<file path="config.mk">
export PLATFORM = sky130hd
export DESIGN_NAME = mult_leak_trial_sequencer
export DESIGN_NICKNAME = d
export VERILOG_FILES = /design/src/rtl/mult_leak_trial_sequencer_pkg.sv /design/src/rtl/mult_leak_trial_sequencer_prng.sv /design/src/rtl/mult_leak_trial_sequencer.sv
export SDC_FILE = /design/constraint.sdc
export NUM_CORES = 2
export LEC_CHECK = 0
export BUFFER_PORTS_ARGS = -buffer_cell sky130_fd_sc_hd__buf_2
export CAP_MARGIN = 25
export CORE_AREA = 2 2 437 439
export CTS_BUF_LIST = sky130_fd_sc_hd__clkbuf_16
export DETAILED_ROUTE_END_ITERATION = 12
export DIE_AREA = 0 0 439 441
export PLACE_DENSITY_LB_ADDON = 0.2
export SLEW_MARGIN = 20
export SYNTH_ARGS = -nofsm -noshare
export SYNTH_HDL_FRONTEND = slang
export SYNTH_SLANG_ARGS = --single-unit
export TNS_END_PERCENT = 10
</file>
<file path="constraint.sdc">
create_clock -name i_clk -period 6.61 [get_ports i_clk]
set_input_delay 1.322 -clock i_clk [delete_from_list [all_inputs] [get_ports i_clk]]
set_output_delay 1.322 -clock i_clk [all_outputs]
set_load 0.02 [all_outputs]
</file>
<file path="src/rtl/mult_leak_trial_sequencer_pkg.sv">
// Shared definitions for the multiplier leak trial sequencer: FSM states,
// operand modes, the "no leak seen" marker and the xorshift32 step function.
package mult_leak_trial_sequencer_pkg;

  typedef enum logic [2:0] {
    S_IDLE,
    S_GEN,
    S_START,
    S_WAIT,
    S_SETTLE,
    S_RECORD,
    S_DONE
  } state_t;

  localparam logic [1:0] MODE_RAND = 2'd0;
  localparam logic [1:0] MODE_ZERO = 2'd1;
  localparam logic [1:0] MODE_ONES = 2'd2;
  localparam logic [1:0] MODE_SAME = 2'd3;

  // Wide enough for any counter width; users take the low CNT_W bits.
  localparam logic [31:0] NO_LEAK_IDX = 32'hFFFF_FFFF;

  // One xorshift32 step: x^=x<<13; x^=x>>17; x^=x<<5.
  function automatic logic [31:0] xorshift32_next(input logic [31:0] i_x);
    logic [31:0] x;
    x = i_x;
    x = x ^ (x << 13);
    x = x ^ (x >> 17);
    x = x ^ (x << 5);
    return x;
  endfunction

endpackage

</file>
<file path="src/rtl/mult_leak_trial_sequencer_prng.sv">
// xorshift32 generator. A zero seed would lock the generator at zero, so it
// is replaced by 1 when loaded.
module xorshift32_prng
  import mult_leak_trial_sequencer_pkg::*;
(
  input  logic        i_clk,
  input  logic        i_rst_n,
  input  logic        i_load,
  input  logic [31:0] i_seed,
  input  logic        i_step,
  output logic [31:0] o_value
);

  logic [31:0] r_state;

  // Load has priority over step; the state only moves when asked to.
  always_ff @(posedge i_clk or negedge i_rst_n) begin
    if (!i_rst_n) begin
      r_state <= 32'h1;
    end else if (i_load) begin
      r_state <= (i_seed == 32'h0) ? 32'h1 : i_seed;
    end else if (i_step) begin
      r_state <= xorshift32_next(r_state);
    end
  end

  assign o_value = r_state;

endmodule

</file>
<file path="src/rtl/mult_leak_trial_sequencer.sv">
// Trial sequencer for the two-copy constant-time multiplier tester: builds
// operand pairs word by word, pulses the tester, watches its leak outputs
// and keeps per-campaign statistics.
module mult_leak_trial_sequencer
  import mult_leak_trial_sequencer_pkg::*;
#(
  parameter int WIDTH      = 256,
  parameter int NUM_TRIALS = 1024,
  parameter int TIMEOUT    = 2*WIDTH+16,
  parameter int CNT_W      = $clog2(NUM_TRIALS+1)
) (
  input  logic             i_clk,
  input  logic             i_rst_n,
  input  logic             i_run,
  input  logic [1:0]       i_mode,
  input  logic [31:0]      i_seed,
  output logic [WIDTH-1:0] o_multiplierOne,
  output logic [WIDTH-1:0] o_multiplicandOne,
  output logic [WIDTH-1:0] o_multiplierTwo,
  output logic [WIDTH-1:0] o_multiplicandTwo,
  output logic             o_mulStart,
  input  logic             i_timingLeak,
  input  logic             i_timingLeakDone,
  output logic             o_busy,
  output logic             o_campaignDone,
  output logic [CNT_W-1:0] o_trialCount,
  output logic [CNT_W-1:0] o_leakCount,
  output logic [CNT_W-1:0] o_timeoutCount,
  output logic [CNT_W-1:0] o_firstLeakIdx
);

  localparam int WORDS  = WIDTH / 32;
  localparam int WORD_W = (WORDS > 1) ? $clog2(WORDS) : 1;
  localparam int BASE_W = WORD_W + 5;
  localparam int TO_W   = $clog2(TIMEOUT + 2);

  state_t             r_state;
  logic [1:0]         r_mode;
  logic [1:0]         r_opSel;
  logic [WORD_W-1:0]  r_wordIdx;
  logic [TO_W-1:0]    r_waitCnt;
  logic               r_leak;
  logic               r_timeout;
  logic [WIDTH-1:0]   r_mulOne, r_mcOne, r_mulTwo, r_mcTwo;
  logic               r_mulStart, r_busy, r_campaignDone;
  logic [CNT_W-1:0]   r_trialCount, r_leakCount, r_timeoutCount, r_firstLeakIdx;

  logic [31:0]        w_prngValue;
  logic [31:0]        w_nextWord;
  logic [BASE_W-1:0]  w_base;
  logic               w_load;
  logic               w_step;

  assign w_load     = (r_state == S_IDLE) && i_run;
  assign w_step     = (r_state == S_GEN);
  assign w_nextWord = xorshift32_next(w_prngValue);
  assign w_base     = {r_wordIdx, 5'b0};

  xorshift32_prng u_prng (
    .i_clk   (i_clk),
    .i_rst_n (i_rst_n),
    .i_load  (w_load),
    .i_seed  (i_seed),
    .i_step  (w_step),
    .o_value (w_prngValue)
  );

  // Campaign FSM: operand build, start pulse, result capture and statistics.
  always_ff @(posedge i_clk or negedge i_rst_n) begin
    if (!i_rst_n) begin
      r_state        <= S_IDLE;
      r_mode         <= MODE_RAND;
      r_opSel        <= 2'd0;
      r_wordIdx      <= '0;
      r_waitCnt      <= '0;
      r_leak         <= 1'b0;
      r_timeout      <= 1'b0;
      r_mulOne       <= '0;
      r_mcOne        <= '0;
      r_mulTwo       <= '0;
      r_mcTwo        <= '0;
      r_mulStart     <= 1'b0;
      r_busy         <= 1'b0;
      r_campaignDone <= 1'b0;
      r_trialCount   <= '0;
      r_leakCount    <= '0;
      r_timeoutCount <= '0;
      r_firstLeakIdx <= NO_LEAK_IDX[CNT_W-1:0];
    end else begin
      r_mulStart     <= 1'b0;
      r_campaignDone <= 1'b0;
      case (r_state)
        S_IDLE: begin
          if (i_run) begin
            r_mode         <= i_mode;
            r_trialCount   <= '0;
            r_leakCount    <= '0;
            r_timeoutCount <= '0;
            r_firstLeakIdx <= NO_LEAK_IDX[CNT_W-1:0];
            r_opSel        <= 2'd0;
            r_wordIdx      <= '0;
            r_busy         <= 1'b1;
            r_state        <= S_GEN;
          end
        end
        S_GEN: begin
          case (r_opSel)
            2'd0: r_mulOne[w_base +: 32] <= w_nextWord;
            2'd1: r_mcOne[w_base +: 32]  <= w_nextWord;
            2'd2: r_mulTwo[w_base +: 32] <= (r_mode == MODE_SAME) ? r_mulOne[w_base +: 32] : w_nextWord;
            default: begin
              case (r_mode)
                MODE_ZERO: r_mcTwo[w_base +: 32] <= 32'h0;
                MODE_ONES: r_mcTwo[w_base +: 32] <= 32'hFFFF_FFFF;
                MODE_SAME: r_mcTwo[w_base +: 32] <= r_mcOne[w_base +: 32];
                default:   r_mcTwo[w_base +: 32] <= w_nextWord;
              endcase
            end
          endcase
          if (r_wordIdx == WORD_W'(WORDS-1)) begin
            r_wordIdx <= '0;
            if (r_opSel == 2'd3) begin
              r_opSel    <= 2'd0;
              r_mulStart <= 1'b1;
              r_state    <= S_START;
            end else begin
              r_opSel <= r_opSel + 2'd1;
            end
          end else begin
            r_wordIdx <= r_wordIdx + WORD_W'(1);
          end
        end
        S_START: begin
          r_waitCnt <= TO_W'(1);
          r_leak    <= 1'b0;
          r_timeout <= 1'b0;
          r_state   <= S_WAIT;
        end
        S_WAIT: begin
          if (i_timingLeakDone) begin
            r_leak <= i_timingLeak;
            if (i_timingLeak) begin
              r_waitCnt <= r_waitCnt + TO_W'(1);
              r_state   <= S_SETTLE;
            end else begin
              r_state <= S_RECORD;
            end
          end else if (r_waitCnt >= TO_W'(TIMEOUT)) begin
            r_timeout <= 1'b1;
            r_leak    <= 1'b1;
            r_state   <= S_RECORD;
          end else begin
            r_waitCnt <= r_waitCnt + TO_W'(1);
          end
        end
        S_SETTLE: begin
          if (!i_timingLeak) begin
            r_state <= S_RECORD;
          end else if (r_waitCnt >= TO_W'(TIMEOUT)) begin
            r_timeout <= 1'b1;
            r_state   <= S_RECORD;
          end else begin
            r_waitCnt <= r_waitCnt + TO_W'(1);
          end
        end
        S_RECORD: begin
          r_trialCount <= r_trialCount + CNT_W'(1);
          if (r_leak) begin
            r_leakCount <= r_leakCount + CNT_W'(1);
            if (r_firstLeakIdx == NO_LEAK_IDX[CNT_W-1:0]) begin
              r_firstLeakIdx <= r_trialCount;
            end
          end
          if (r_timeout) begin
            r_timeoutCount <= r_timeoutCount + CNT_W'(1);
          end
          if (r_trialCount == CNT_W'(NUM_TRIALS-1)) begin
            r_campaignDone <= 1'b1;
            r_state        <= S_DONE;
          end else begin
            r_state <= S_GEN;
          end
        end
        S_DONE: begin
          r_busy  <= 1'b0;
          r_state <= S_IDLE;
        end
        default: begin
          r_busy  <= 1'b0;
          r_state <= S_IDLE;
        end
      endcase
    end
  end

  assign o_multiplierOne   = r_mulOne;
  assign o_multiplicandOne = r_mcOne;
  assign o_multiplierTwo   = r_mulTwo;
  assign o_multiplicandTwo = r_mcTwo;
  assign o_mulStart        = r_mulStart;
  assign o_busy            = r_busy;
  assign o_campaignDone    = r_campaignDone;
  assign o_trialCount      = r_trialCount;
  assign o_leakCount       = r_leakCount;
  assign o_timeoutCount    = r_timeoutCount;
  assign o_firstLeakIdx    = r_firstLeakIdx;

endmodule

</file>
======== Yosys cells after proc, flatten, opt, wreduce, memory -nomap -nowiden ========
Cells that the tools add are included.
storage, ports and cells
  input bits .............................. 39
  logic and storage cells ................. 148
  register bits after elaboration ......... 1,125
operators by class
  $add $sub $neg .......................... 7
  shifts and indexed selects .............. 8
  equality and inequality tests ........... 24
  reductions and logical operators ........ 27
  $lt $le $gt $ge ......................... 1
  mux-type cells .......................... 57
  bitwise operators ....................... 5
operators with widths
  operator                    number
  $bwmux 256                  7
  $pmux 256 s3                1
  $shiftx 32x10->256          3
  $shiftx 256x9->32           2
  $shiftx 32x10->256 const A  2
  $shift 32x10->256 const A   1
  $mux 32                     4
  $pmux 11 s2                 4
  $mux 11                     6
  $xor 32x32->32              2
  $mux 10                     4
  $add 11x1->11 const B       3
  $logic_not 32->1            1
  $xor 32x15->32              1
  $pmux 10 s3                 1
  $mux 3                      9
  $pmux 3 s6                  1
  $reduce_and 2->1            9
  $reduce_and 3->1            6
  $ne 2x2->1 const B          8
  $mux 1                      12
  $eq 11x10->1 const B        1
  $eq 11x11->1 const B        1
  $add 10x1->10 const B       1
  other kinds (24)            39

======== Longest topological paths before layout ========
  word-level depth ........................ 6
  gate-level depth with buffers ........... 16

======== Modules after synthesis ========
Synthesis repeated with hierarchy kept, for this count alone.
unflattened totals
  cell total of the unflattened synthesis .. 4,807
  area, all modules ....................... 52,155.0 µm²
by module, submodules not included
  module                     cells each  times used  area an instance (µm²)
  mult_leak_trial_sequencer  4,570       1           49,806.5
  xorshift32_prng            237         1           2,348.5

======== Least setup slack after synthesis ========
No wires, ideal clock.
  kind .................................... reg2reg
  start ................................... register r_wordIdx[0]
  end ..................................... register r_mcTwo[224], in the netlist o_multiplicandTwo[224]
  data arrival time ....................... 3.136 ns
  slack ................................... 3.348 ns
  stages on the path, launching flop included .. 16
  setup time .............................. 0.126 ns
  clock period less this slack ............ 3.262 ns
  cell sequence ........................... dfrtp_1 buf_6 buf_12 buf_6 inv_2 buf_2 ha_1 ha_1 buf_2 inv_1 and3_1 clkbuf_1 buf_2 clkbuf_1 a21oi_1 o32a_1
on the way
  cells in the longest elaborated chain, start to end .. 4
  elaborated cells between the ends (all ways) .. 12
  classes of those cells .................. add/sub: 1; shift: 6; mux: 5
ends and longest elaborated chain
  what                                             RTL line                                                                                              text
  start: declaration                               mult_leak_trial_sequencer.sv:40                                                                       logic [WORD_W-1:0] r_wordIdx;
  start signal: assignment                         mult_leak_trial_sequencer.sv:130                                                                      r_wordIdx <= r_wordIdx + WORD_W'(1);
  $shiftx 256x9->32 or $neg 8->10 (tied branches)  mult_leak_trial_sequencer.sv:115, mult_leak_trial_sequencer.sv:113, mult_leak_trial_sequencer.sv:114
  $shiftx 32x10->256 (tied with other cells)       mult_leak_trial_sequencer.sv:115                                                                      MODE_SAME: r_mcTwo[w_base +: 32] <= r_mcOne[w_base +: 32];
  $bwmux 256, on equally long branches             -
  $pmux 256 s3 (*)                                 mult_leak_trial_sequencer.sv:112                                                                      case (r_mode)
  end signal: indexed assignment                   mult_leak_trial_sequencer.sv:115
  end signal: indexed assignment                   mult_leak_trial_sequencer.sv:116                                                                      default: r_mcTwo[w_base +: 32] <= w_nextWord;
  end: declaration                                 mult_leak_trial_sequencer.sv:44                                                                       logic [WIDTH-1:0] r_mulOne, r_mcOne, r_mulTwo, r_mcTwo;
Mark *: on every way between the ends. The rest lies on a longest branch, timed or not.
A chain may end at the register's enable or synchronous reset.

======== Final worst setup path ========
  start ................................... register r_wordIdx[1]
  end ..................................... register r_mulTwo[4], in the netlist o_multiplierTwo[4]
on the way
  cells in the longest elaborated chain, start to end .. 4
  elaborated cells between the ends (all ways) .. 6
  classes of those cells .................. add/sub: 1; shift: 3; mux: 2
ends and longest elaborated chain
  what                            RTL line                          text
  $shiftx 256x9->32               mult_leak_trial_sequencer.sv:110  2'd2: r_mulTwo[w_base +: 32] <= (r_mode == MODE_SAME) ? r_mulOne[w_base +: 32] : w_nextWord;
  $mux 32                         mult_leak_trial_sequencer.sv:110
  $shiftx 32x10->256              mult_leak_trial_sequencer.sv:110
  $bwmux 256 (*)                  mult_leak_trial_sequencer.sv:110
  end signal: indexed assignment  mult_leak_trial_sequencer.sv:110
  end: declaration                mult_leak_trial_sequencer.sv:44
Marks and branches as above.

==> results.txt <==
----------------------------------------------------
[Timing]
  Final number of hold-violating endpoints ... 0
  Post-route setup TNS ... 0 ps
  Number of setup violations in the final report ... 0
  Fin crit period ... 4980 ps
  Unrepaired setup endpoints after global routing ... no
  Worst-margin pin slew ... 1160 ps
  Number of slew-limit violations in the final report ... 0
  Clock Skew ... 40.4 ps
  Worst slew margin relative to its limit ... 0.223
  Maximum frequency from static timing analysis ... 201 MHz
  Tcrit/Tclk final ... 0.753

[Synthesis]
  Post-Synthesis Cell Area ... 50,800 um2
  Seq cells post-synth ... 1,125
  Most used standard cells in the synthesized netlist ... 1,113 x dfrtp_1, 851 x nand2_1, 649 x o21ai_0, 280 x a22o_1, 233 x nor2_1
  Mean Syn Cell Area ... 10.8 um2
  Count of mapped cells out of synthesis ... 4,720
  Sequential area share after synthesis ... 0.554
  Number of flops mapped to enable cells by yosys ... 0
  Syn Nets ... 4,777
  Most used flip-flop cell after synthesis ... dfrtp_1
  Warnings from Yosys ... 0
  Post-synthesis cell type count ... 97
  Ranking of synthesized cells by area ... dfrtp_1 55%, o21ai_0 6.4%, nand2_1 6.3%
  Cell type with the highest aggregate area in the netlist ... dfrtp_1
  Top-area cell type share of the netlist area ... 0.548
  Most common cell in the synthesized netlist ... dfrtp_1
  Async set or reset register ratio after synthesis ... 1.00

[Placement]
  Number of cells after detailed placement ... 8,137
  Post-detailed-placement cell area ... 59,400 um2
  Number of port buffers ... 1,109
  Dpl hpwl ... 234 mm
  RD Place Congestion ... 0.940

[Route]
  WL/cell ... 36.0 um
  1st-iter DRT viols ... 4,879
  Drt via density ... 5.53
  Wire length after detailed routing ... 303 mm
  Number of remaining DRC errors ... 0
  Remaining number of nets flagged by the antenna check after routing ... 0
  Number of vias in the routed layout ... 46,469
  First-pass detailed-route iteration total ... 6

[Floorplan]
  Die boundary height ... 441 um
  Rows ... 160
  Horizontal die dimension ... 439 um
  IO Count ... 1,110
  CORE AREA ... 189,000 um2
  Total Die Area ... 194,000 um2
  Starting density of the core ... 0.269

[Pwr]
  Power after layout ... 39,600 uW
  Power per cell area ... 621 nW/um2
  Worst vdd ir ... 0.000581 V
  LEAKAGE ... 0.0311 uW

[Setup path]
  Crit path capture type ... register
  Delay-heaviest family, CP ... simple AND/OR/NAND/NOR gates
  Required time of the critical path ... 7350 ps
  Cell chain of the critical path ... inv_2 > ha_1 > ha_1 > nor3_1 > and3_1 > nand2_2 > nor2_4 > a22o_1
  Most used cell, CP ... ha_1
  Crit Path Category ... reg2reg
  Crit-path max cell delay ... 900 ps
  Data arrival, critical path ... 5720 ps
  Crit path launch type ... register
  Critical path's slowest cell ... dfrtp_4
  Number of buffers and inverters on the critical path ... 1
  Top fanout value on the critical path ... 33

[CTS]
  Quantity of hold-fixing buffers added after cts ... 0
  Total number of H-tree levels ... 4
  Count of cells resized by post-cts repair ... 0
  Clock buffer depth ... 3
  Clock tree from TritonCTS ... yes
  Root Buffer ... clkbuf_16
  Register clock-pin slew on the reported worst setup and hold paths ... 60 ps
  Worst-Skew Late Latency ... 820 ps
  TritonCTS Buffers ... 140
  Post-CTS Setup Inserts ... 0
  Clock sink count ... 1,125

[Global routing]
  Highest-utilization routing layer at the global route stage ... met2
  Met2 Use GR ... 0.461
  Global-route wire length before repair ... 402 mm
  Number of antenna violations at the first check in global routing ... 53
  Number of global-route vias before repair ... 43,676
  Met1 Track Usage GR ... 0.376
  Maximum number of pins on one net before global-route repair ... 158
  Fraction of met3 tracks used by global routing ... 0.0901
  Overall overflow remaining after global route ... 0
  Global-route usage over all layers ... 0.303

[Cells and area]
  Final #Nets ... 5,827
  Signed area change from the synthesized netlist to the final layout ... 25.6%
  Area of all placed cells without fillers ... 63,800 um2
  Ratio of cells with drive above 1 in the final layout ... 0.298
  Filler-free cell count of the finished design ... 8,406

[Worst hold path]
  Path type of the worst min-delay path ... reg2reg

[Status]
  Run status ... complete, no violations

[Job]
  Max-cap violation count ... 0

----------------------------------------------------
==> state kept, by name (all words and copies together) (netlist names), 2 cells and up <==
register and flops:
o_timeoutCount 11, o_leakCount 11, r_opSel 2, o_multiplierOne 256
r_wordIdx 3, o_trialCount 11, r_waitCnt 10, o_firstLeakIdx 11
r_mode 2, r_state 3, o_multiplicandOne 256, o_multiplierTwo 256
o_multiplicandTwo 256, u_prng.o_value 32
==> worst reg2reg max path, stage by stage, from the launching register on <==
cell and delay [ps]:
dfrtp_4 900, inv_2 330, ha_1 300, ha_1 440, nor3_1 400, and3_1 780
nand2_2 670, nor2_4 840, a22o_1 260
==> power breakdown <==
part / total [uW] / switching, uW / internal, uW
Sequential: 9650 / 1560 / 8090
Clock: 7510 / 3280 / 4230
Combinational: 22500 / 17300 / 5120
==> stage by stage <==
stage	worst slack (ps)	hold WS, ps	util
global placement	1850	458	0.313
floorplan	3350	465	-
detailed placement	1760	463	0.314
finish	1630	470	0.337
CTS	1720	472	0.337
global route	1530	489	0.337
==> logic make-up after synthesis <==
| family | after synthesis | share of synthesized area |
|---|---|---|
| AOI/OAI and AO/OA | 1545 | 0.203 |
| xor gates and xnor gates | 102 | 0.0253 |
| adders and majority gates | 18 | 0.00443 |
| buffers and inverters | 382 | 0.0343 |
| DFF | 1125 | 0.554 |
| muxes | 173 | 0.0621 |
| and+or+nand+nor | 1375 | 0.116 |
==> path summary, 6_finish.rpt <==
check,startpoint,to,slack (ps),depth (start not counted)
min reg2reg,o_firstLeakIdx[9],o_firstLeakIdx[9],470,2
max,r_wordIdx[1],o_multiplierTwo[4],1630,8
min in group asynchronous,i_rst_n,o_multiplierTwo[90],600,1
max reg2reg,r_wordIdx[1],o_multiplierTwo[4],1630,8
min,o_firstLeakIdx[9],o_firstLeakIdx[9],470,2
max in group asynchronous,i_rst_n,o_multiplierOne[117],4440,2
==> per-layer routing <==
metal	part of all wire	vias up
met3	0.092	658
met2	0.44	2604
met4	0.074	28
met1	0.39	23846
li1	-	19333
met5	0.00057	-
==> cells in the final DEF, fill, tap and decap left out, types with 57 or more instances in the layout <==
master / netlist / layout
buf_2: 100 / 1108
dfrtp_1: 1113 / 1108
nand2_1: 851 / 833
o21ai_0: 649 / 649
a22o_1: 280 / 280
nor2_1: 233 / 226
a21oi_1: 168 / 168
buf_4: 20 / 145
clkbuf_16: 0 / 144
mux4_2: 107 / 107
inv_1: 23 / 57
==> area by class of cell <==
class | instances | area, um2
clock inverter | 101 | 738
multi-input combinational | 3213 | 21200
clock buffer | 144 | 3600
sequential | 1125 | 28200
timing repair buffer | 1263 | 6830
tap | 2511 | 3140
antenna | 22 | 55.1
fill | 19347 | 125000
inverter | 27 | 101
No activity file was read; power rests on OpenSTA's default activity.
